$ cat config.mk
export PLATFORM = sky130hd
export DESIGN_NAME = mem_port_arbiter
export DESIGN_NICKNAME = d
export VERILOG_FILES = /design/src/rtl/mem_arb_pkg.sv /design/src/rtl/mem_arb_wait_cnt.sv /design/src/rtl/mem_port_arbiter.sv
export SDC_FILE = /design/constraint.sdc
export NUM_CORES = 1
export LEC_CHECK = 0
export ABC_AREA = 1
export CORE_MARGIN = 2
export CORE_UTILIZATION = 39
export DETAILED_ROUTE_END_ITERATION = 16
export PLACE_DENSITY = 0.84
export SLEW_MARGIN = 20
export SYNTH_ARGS = -nofsm -noshare
export SYNTH_HDL_FRONTEND = slang
export SYNTH_HIERARCHICAL = 1
export SYNTH_SLANG_ARGS = --single-unit
$ cat constraint.sdc
create_clock -name clk -period 1.5 [get_ports clk]
set_input_delay 0.3 -clock clk [delete_from_list [all_inputs] [get_ports clk]]
set_output_delay 0.3 -clock clk [all_outputs]
set_load 0.01 [all_outputs]
$ cat src/rtl/mem_arb_pkg.sv
// Shared types and constants for the unified memory port arbiter.
// States, owner encodings and the legal WAIT_CYCLES range.
package mem_arb_pkg;

   typedef enum logic [1:0] {
      ST_IDLE   = 2'd0,
      ST_ACCESS = 2'd1,
      ST_DONE   = 2'd2
   } arb_state_t;

   localparam logic OWN_IF = 1'b0;
   localparam logic OWN_D  = 1'b1;

   localparam int unsigned WAIT_CYCLES_MIN = 1;
   localparam int unsigned WAIT_CYCLES_MAX = 15;

endpackage

$ cat src/rtl/mem_arb_wait_cnt.sv
// Loadable wait-state up-counter; o_tc flags that the count has reached WAIT_CYCLES.
module mem_arb_wait_cnt
   import mem_arb_pkg::*;
#(
   parameter int unsigned WAIT_CYCLES = 2
) (
   input  logic                               clk,
   input  logic                               reset,
   input  logic                               i_load,
   input  logic [$clog2(WAIT_CYCLES+1)-1:0]   i_ld_val,
   input  logic                               i_inc,
   output logic [$clog2(WAIT_CYCLES+1)-1:0]   o_cnt,
   output logic                               o_tc
);

   localparam int unsigned CNT_W = $clog2(WAIT_CYCLES + 1);

   logic [CNT_W-1:0] r_cnt;

   always_ff @(posedge clk) begin
      if (reset) begin
         r_cnt <= '0;
      end else if (i_load) begin
         r_cnt <= i_ld_val;
      end else if (i_inc) begin
         r_cnt <= r_cnt + 1'b1;
      end
   end

   assign o_cnt = r_cnt;
   assign o_tc  = (r_cnt == CNT_W'(WAIT_CYCLES));

endmodule

$ cat src/rtl/mem_port_arbiter.sv
// Arbitrates fetch and data requesters onto one single-port memory with fixed wait states.
// Define MEM_ARB_RR_EN for round-robin tie-break; default is data-wins fixed priority.
module mem_port_arbiter
   import mem_arb_pkg::*;
#(
   parameter int unsigned ADDR_W      = 32,
   parameter int unsigned DATA_W      = 32,
   parameter int unsigned WAIT_CYCLES = 2
) (
   input  logic              clk,
   input  logic              reset,
   input  logic              if_req,
   input  logic [ADDR_W-1:0] if_addr,
   output logic              if_ack,
   output logic [DATA_W-1:0] if_rdata,
   input  logic              d_req,
   input  logic              d_we,
   input  logic [ADDR_W-1:0] d_addr,
   input  logic [DATA_W-1:0] d_wdata,
   output logic              d_ack,
   output logic [DATA_W-1:0] d_rdata,
   output logic              mem_en,
   output logic              mem_we,
   output logic [ADDR_W-1:0] mem_addr,
   output logic [DATA_W-1:0] mem_wdata,
   input  logic [DATA_W-1:0] mem_rdata,
   output logic              busy,
   output logic              owner
);

   localparam int unsigned CNT_W = $clog2(WAIT_CYCLES + 1);

   if (WAIT_CYCLES < WAIT_CYCLES_MIN || WAIT_CYCLES > WAIT_CYCLES_MAX) begin : g_bad_wait
      $error("mem_port_arbiter: WAIT_CYCLES out of range 1..15");
   end

   arb_state_t        r_state;
   arb_state_t        w_next;
   logic              r_owner;
   logic              r_we;
   logic [ADDR_W-1:0] r_addr;
   logic [DATA_W-1:0] r_wdata;
   logic [DATA_W-1:0] r_if_rdata;
   logic [DATA_W-1:0] r_d_rdata;
   logic              w_grant;
   logic              w_pick_d;
   logic              w_inc;
   logic              w_tc;
   logic              w_capture;
   logic [CNT_W-1:0]  w_cnt;

   always_comb begin : p_arb
`ifdef MEM_ARB_RR_EN
      // Tie goes to whichever requester was not served last.
      w_pick_d = d_req & (~if_req | (r_owner == OWN_IF));
`else
      w_pick_d = d_req;
`endif
      w_grant   = (r_state == ST_IDLE) & (if_req | d_req);
      w_inc     = (r_state == ST_ACCESS) & ~w_tc;
      w_capture = (r_state == ST_ACCESS) & w_tc & ~r_we;
   end

   mem_arb_wait_cnt #(
      .WAIT_CYCLES(WAIT_CYCLES)
   ) u_wait_cnt (
      .clk      (clk),
      .reset    (reset),
      .i_load   (w_grant),
      .i_ld_val (CNT_W'(1)),
      .i_inc    (w_inc),
      .o_cnt    (w_cnt),
      .o_tc     (w_tc)
   );

   always_ff @(posedge clk) begin : p_state
      if (reset) r_state <= ST_IDLE;
      else       r_state <= w_next;
   end

   always_comb begin : p_next
      w_next = ST_IDLE;
      case (r_state)
         ST_IDLE:   w_next = (if_req | d_req) ? ST_ACCESS : ST_IDLE;
         ST_ACCESS: w_next = w_tc ? ST_DONE : ST_ACCESS;
         ST_DONE:   w_next = ST_IDLE;
         default:   w_next = ST_IDLE;
      endcase
   end

   always_comb begin : p_out
      mem_en = 1'b0;
      mem_we = 1'b0;
      if_ack = 1'b0;
      d_ack  = 1'b0;
      busy   = 1'b0;
      case (r_state)
         ST_ACCESS: begin
            mem_en = 1'b1;
            mem_we = r_we;
            busy   = 1'b1;
         end
         ST_DONE: begin
            busy   = 1'b1;
            if_ack = (r_owner == OWN_IF);
            d_ack  = (r_owner == OWN_D);
         end
         default: ;
      endcase
   end

   always_ff @(posedge clk) begin : p_capture
      if (reset) begin
         r_owner    <= OWN_IF;
         r_we       <= 1'b0;
         r_addr     <= '0;
         r_wdata    <= '0;
         r_if_rdata <= '0;
         r_d_rdata  <= '0;
      end else begin
         if (w_grant) begin
            r_owner <= w_pick_d ? OWN_D : OWN_IF;
            r_we    <= w_pick_d & d_we;
            r_addr  <= w_pick_d ? d_addr : if_addr;
            r_wdata <= w_pick_d ? d_wdata : '0;
         end
         if (w_capture) begin
            if (r_owner == OWN_D) r_d_rdata  <= mem_rdata;
            else                  r_if_rdata <= mem_rdata;
         end
      end
   end

   assign mem_addr  = r_addr;
   assign mem_wdata = r_wdata;
   assign if_rdata  = r_if_rdata;
   assign d_rdata   = r_d_rdata;
   assign owner     = r_owner;

endmodule

==> results.md <==
- CTS Sinks: 134
- Initial antenna violation count: 0
- Setup Total Neg Slack: -0.220 ns
- Part of the power in combinational logic: 0.189
- Worst-path clk slew: ~0.06 ns
- Ys Warns: 6
- Vert. Die Dim: about 130 um
- Final Util: 0.632
- Dpl ws: -0.157 ns
- Share of post-route cells with drive strength above 1: 0.0705
- Initial Util: 0.399
- Final Hold Vio Count: 0
- Core Area: between 15000 and 20000 um^2
- Placer congestion estimate: slightly above 0.8
- Leakage dissipation: roughly 5.3 nW
- Layout Skew: approximately 0.0084 ns
- PnR worst setup slack: -0.0522 ns
- DRT Pass-1 Iters: 7
- Sequential element share of the synthesized area: 0.423
- Root Driver: clkbuf_16
- Sw Ratio: 0.272
- Cells after Synth: between 1k and 1.5k
- Critical Path RT: between 1.5 and 2 ns
- All-Layer GR Usage: 0.225
- CP Max Fanout: 7
- I/O pin cnt: roughly 270
- Achievable Freq: approximately 640 MHz
- Max stage delay cell, worst path: dfxtp_4
- Row count: 46
- Crit path arrival time: 1.86 ns
- RSZ-0062 raised after global routing: true
- P_sw: 0.00280 W
- Crit-path cells: inv_4 -> ha_4 -> nand2_2 -> nor2_4 -> buf_12 -> buf_12 -> nand3_1 -> nand2_1 -> nor2_1
- Bufs on Longest Clock Path: 2
- Finish-stage setup viols: 11
- DP Area: slightly above 9000 um^2
- Final WL: 20.9 mm
- Die footprint: ~17000 um^2
- Fill cell count: around 1.4k
- Design Power: ~0.010 W
- Syn_area_per_cell: between 6 and 7 um^2
- Internal: about 0.0075 W
- Port buffer count: 266
- Violated checks: setup timing
- HPWL after DPL: 13.4 mm
- Fin nets: between 1k and 1.5k
- Wire length per cell: between 10 and 15 um
- Worst path most repeated cell: buf_12
- Post-route ant nets: 0
- Vias in the first global route: roughly 6.5k
- WS Path Type: register to register
- DRT iter0 DRCs: ~470
- TritonCTS clock tree: done
- Min-Delay Path Class: input pin to register
- Largest net degree at the start of global routing: 65
- Clock share of power: 0.434
- Inserted Clock Buffers: 17
- Synth-to-Final Area Change: 58.2%
- Design Area, Final: 10000 um^2
- Seq pwr share: 0.377
- Leading area contributor after synthesis: dfxtp_1
- # diodes: 0
- Worst hold stages: 3
- Crit path largest cell delay: around 0.36 ns
- FF-to-FF path depth: 9
- Register bit total from synthesis: between 100 and 150
- Status: complete, but fails checks
- Synth unique cells: 19
- Netlist Area Pre-Place: roughly 6300 um^2
- Min Tclk post-route: 1.55 ns
- Die W: between 100 and 150 um
- Vias per inst: 4.67
- Max IR drop VDD: 741 uV
- Max Transition Viols Final: 0
- Syn_nets: between 1k and 1.5k
- CP Launch Type: register
- # DRC: 0
- Clock latency on the worst-skew pair: 0.41 ns
- Top cells by area, synth: dfxtp_1 42%, nand2_1 20%, inv_1 10%
- First-pass GRT wire length: ~32 mm
- Power Density: 1030 nW/um^2
- H-tree levels: 4
- Vias: between 7k and 8k
- Max-cap violations: 0
- Total grt overflow: 0
- Final period util: 1.03
- Endpoint type of the worst setup path: register
- Area fraction of the dominant cell type after synthesis: 0.423
==> worst max-delay path, delay by kind of cell (launching register included) <==
kind	cells	cell delay, ns
simple gates	5	0.52
fa+ha+maj	1	0.17
flops	1	0.36
buf+inv	3	0.39
==> power by group through the flow <==
| stage | clock network, W | logic, W | registers [W] |
|---|---|---|---|
| floorplan | 0 | 0.000862 | 0.00404 |
| global placement | 0 | 0.00194 | 0.00395 |
| detailed placement | 0 | 0.00197 | 0.00396 |
| CTS | 0.00453 | 0.00188 | 0.00388 |
| global route | 0.00471 | 0.00215 | 0.00390 |
| finish | 0.00447 | 0.00195 | 0.00388 |
==> what timing repair did <==
item,CTS,global route
pin swaps,2,5
gates cloned,2,8
hold buffers,0,0
setup buffers,2,2
setup endpoints to repair,197,67
resized for setup,162,19
==> final cells by class <==
cell class	instances	area, um^2	area share
Timing Repair Buffer	302	3050	0.304
Multi-Input combinational cell	643	2720	0.271
Inverter	179	677	0.0674
Clock inverter	14	200	0.0199
Clock buffer	18	429	0.0428
Sequential cell	134	2690	0.268
Tap cell	216	270	0.0269
==> through the flow <==
stage,hold slack [ns],cells
floorplan,0.453,1020
finish,0.232,1506
global placement,0.447,1460
detailed placement,0.452,1460
global route,0.249,1506
CTS,0.212,1496
==> sequential cells by signal, indices dropped and copies added, names as in the netlist <==
signal and cells:
u_wait_cnt/o_cnt 2, if_rdata 32, mem_addr 32, mem_wdata 32, r_we 1, r_state 2, owner 1, d_rdata 32
==> cells by family after synthesis <==
family / Yosys count / synth area share
other: 2 / 0.00118
adder cells (fa/ha/maj): 4 / 0.00789
buffers and inverters: 243 / 0.155
flip-flops: 134 / 0.423
AND/OR/NAND/NOR: 570 / 0.360
AO/OA/AOI/OAI: 67 / 0.0529
==> metal layers <==
metal / vias up / routed length, um / part of all wire / track usage
li1: 3526 / - / - / -
met1: 3148 / 8270 / 0.40 / 0.257
met2: 311 / 10000 / 0.48 / 0.388
met3: 42 / 1930 / 0.093 / 0.0737
met4: 0 / 602 / 0.029 / 0.0857
met5: - / 0 / 0 / 0
==> Yosys cell counts, drive strengths merged <==
library cell / count
a21oi: 67
buf: 46
clkbuf: 18
clkinv: 7
conb: 2
dfxtp: 134
ha: 4
inv: 172
nand2: 335
nand3: 101
nand3b: 1
nand4: 1
nor2: 132
==> placed cells by master, fill, tap and decap left out, drive strengths merged <==
cell           Yosys  layout
clkbuf            18      23
dlygate4sd2        0     129
clkdlybuf4s50      0     131
nor2             132     132
clkinvlp           0       3
nand4              1       1
clkinv             7      12
a21oi             67      67
conb               2       2
nand3b             1       1
nand3            101     101
dfxtp            134     134
bufinv             0       4
nand2            335     335
inv              172     174
ha                 4       4
buf               46      37
==> worst paths after layout <==
check,startpoint,to,slack (ns)
max,r_state[1],d_rdata[21],-0.05
min,d_req,owner,0.23
max reg2reg,r_state[1],d_rdata[21],-0.05
min reg2reg,mem_wdata[13],mem_wdata[13],0.46
(Power assumes the default switching activity.)
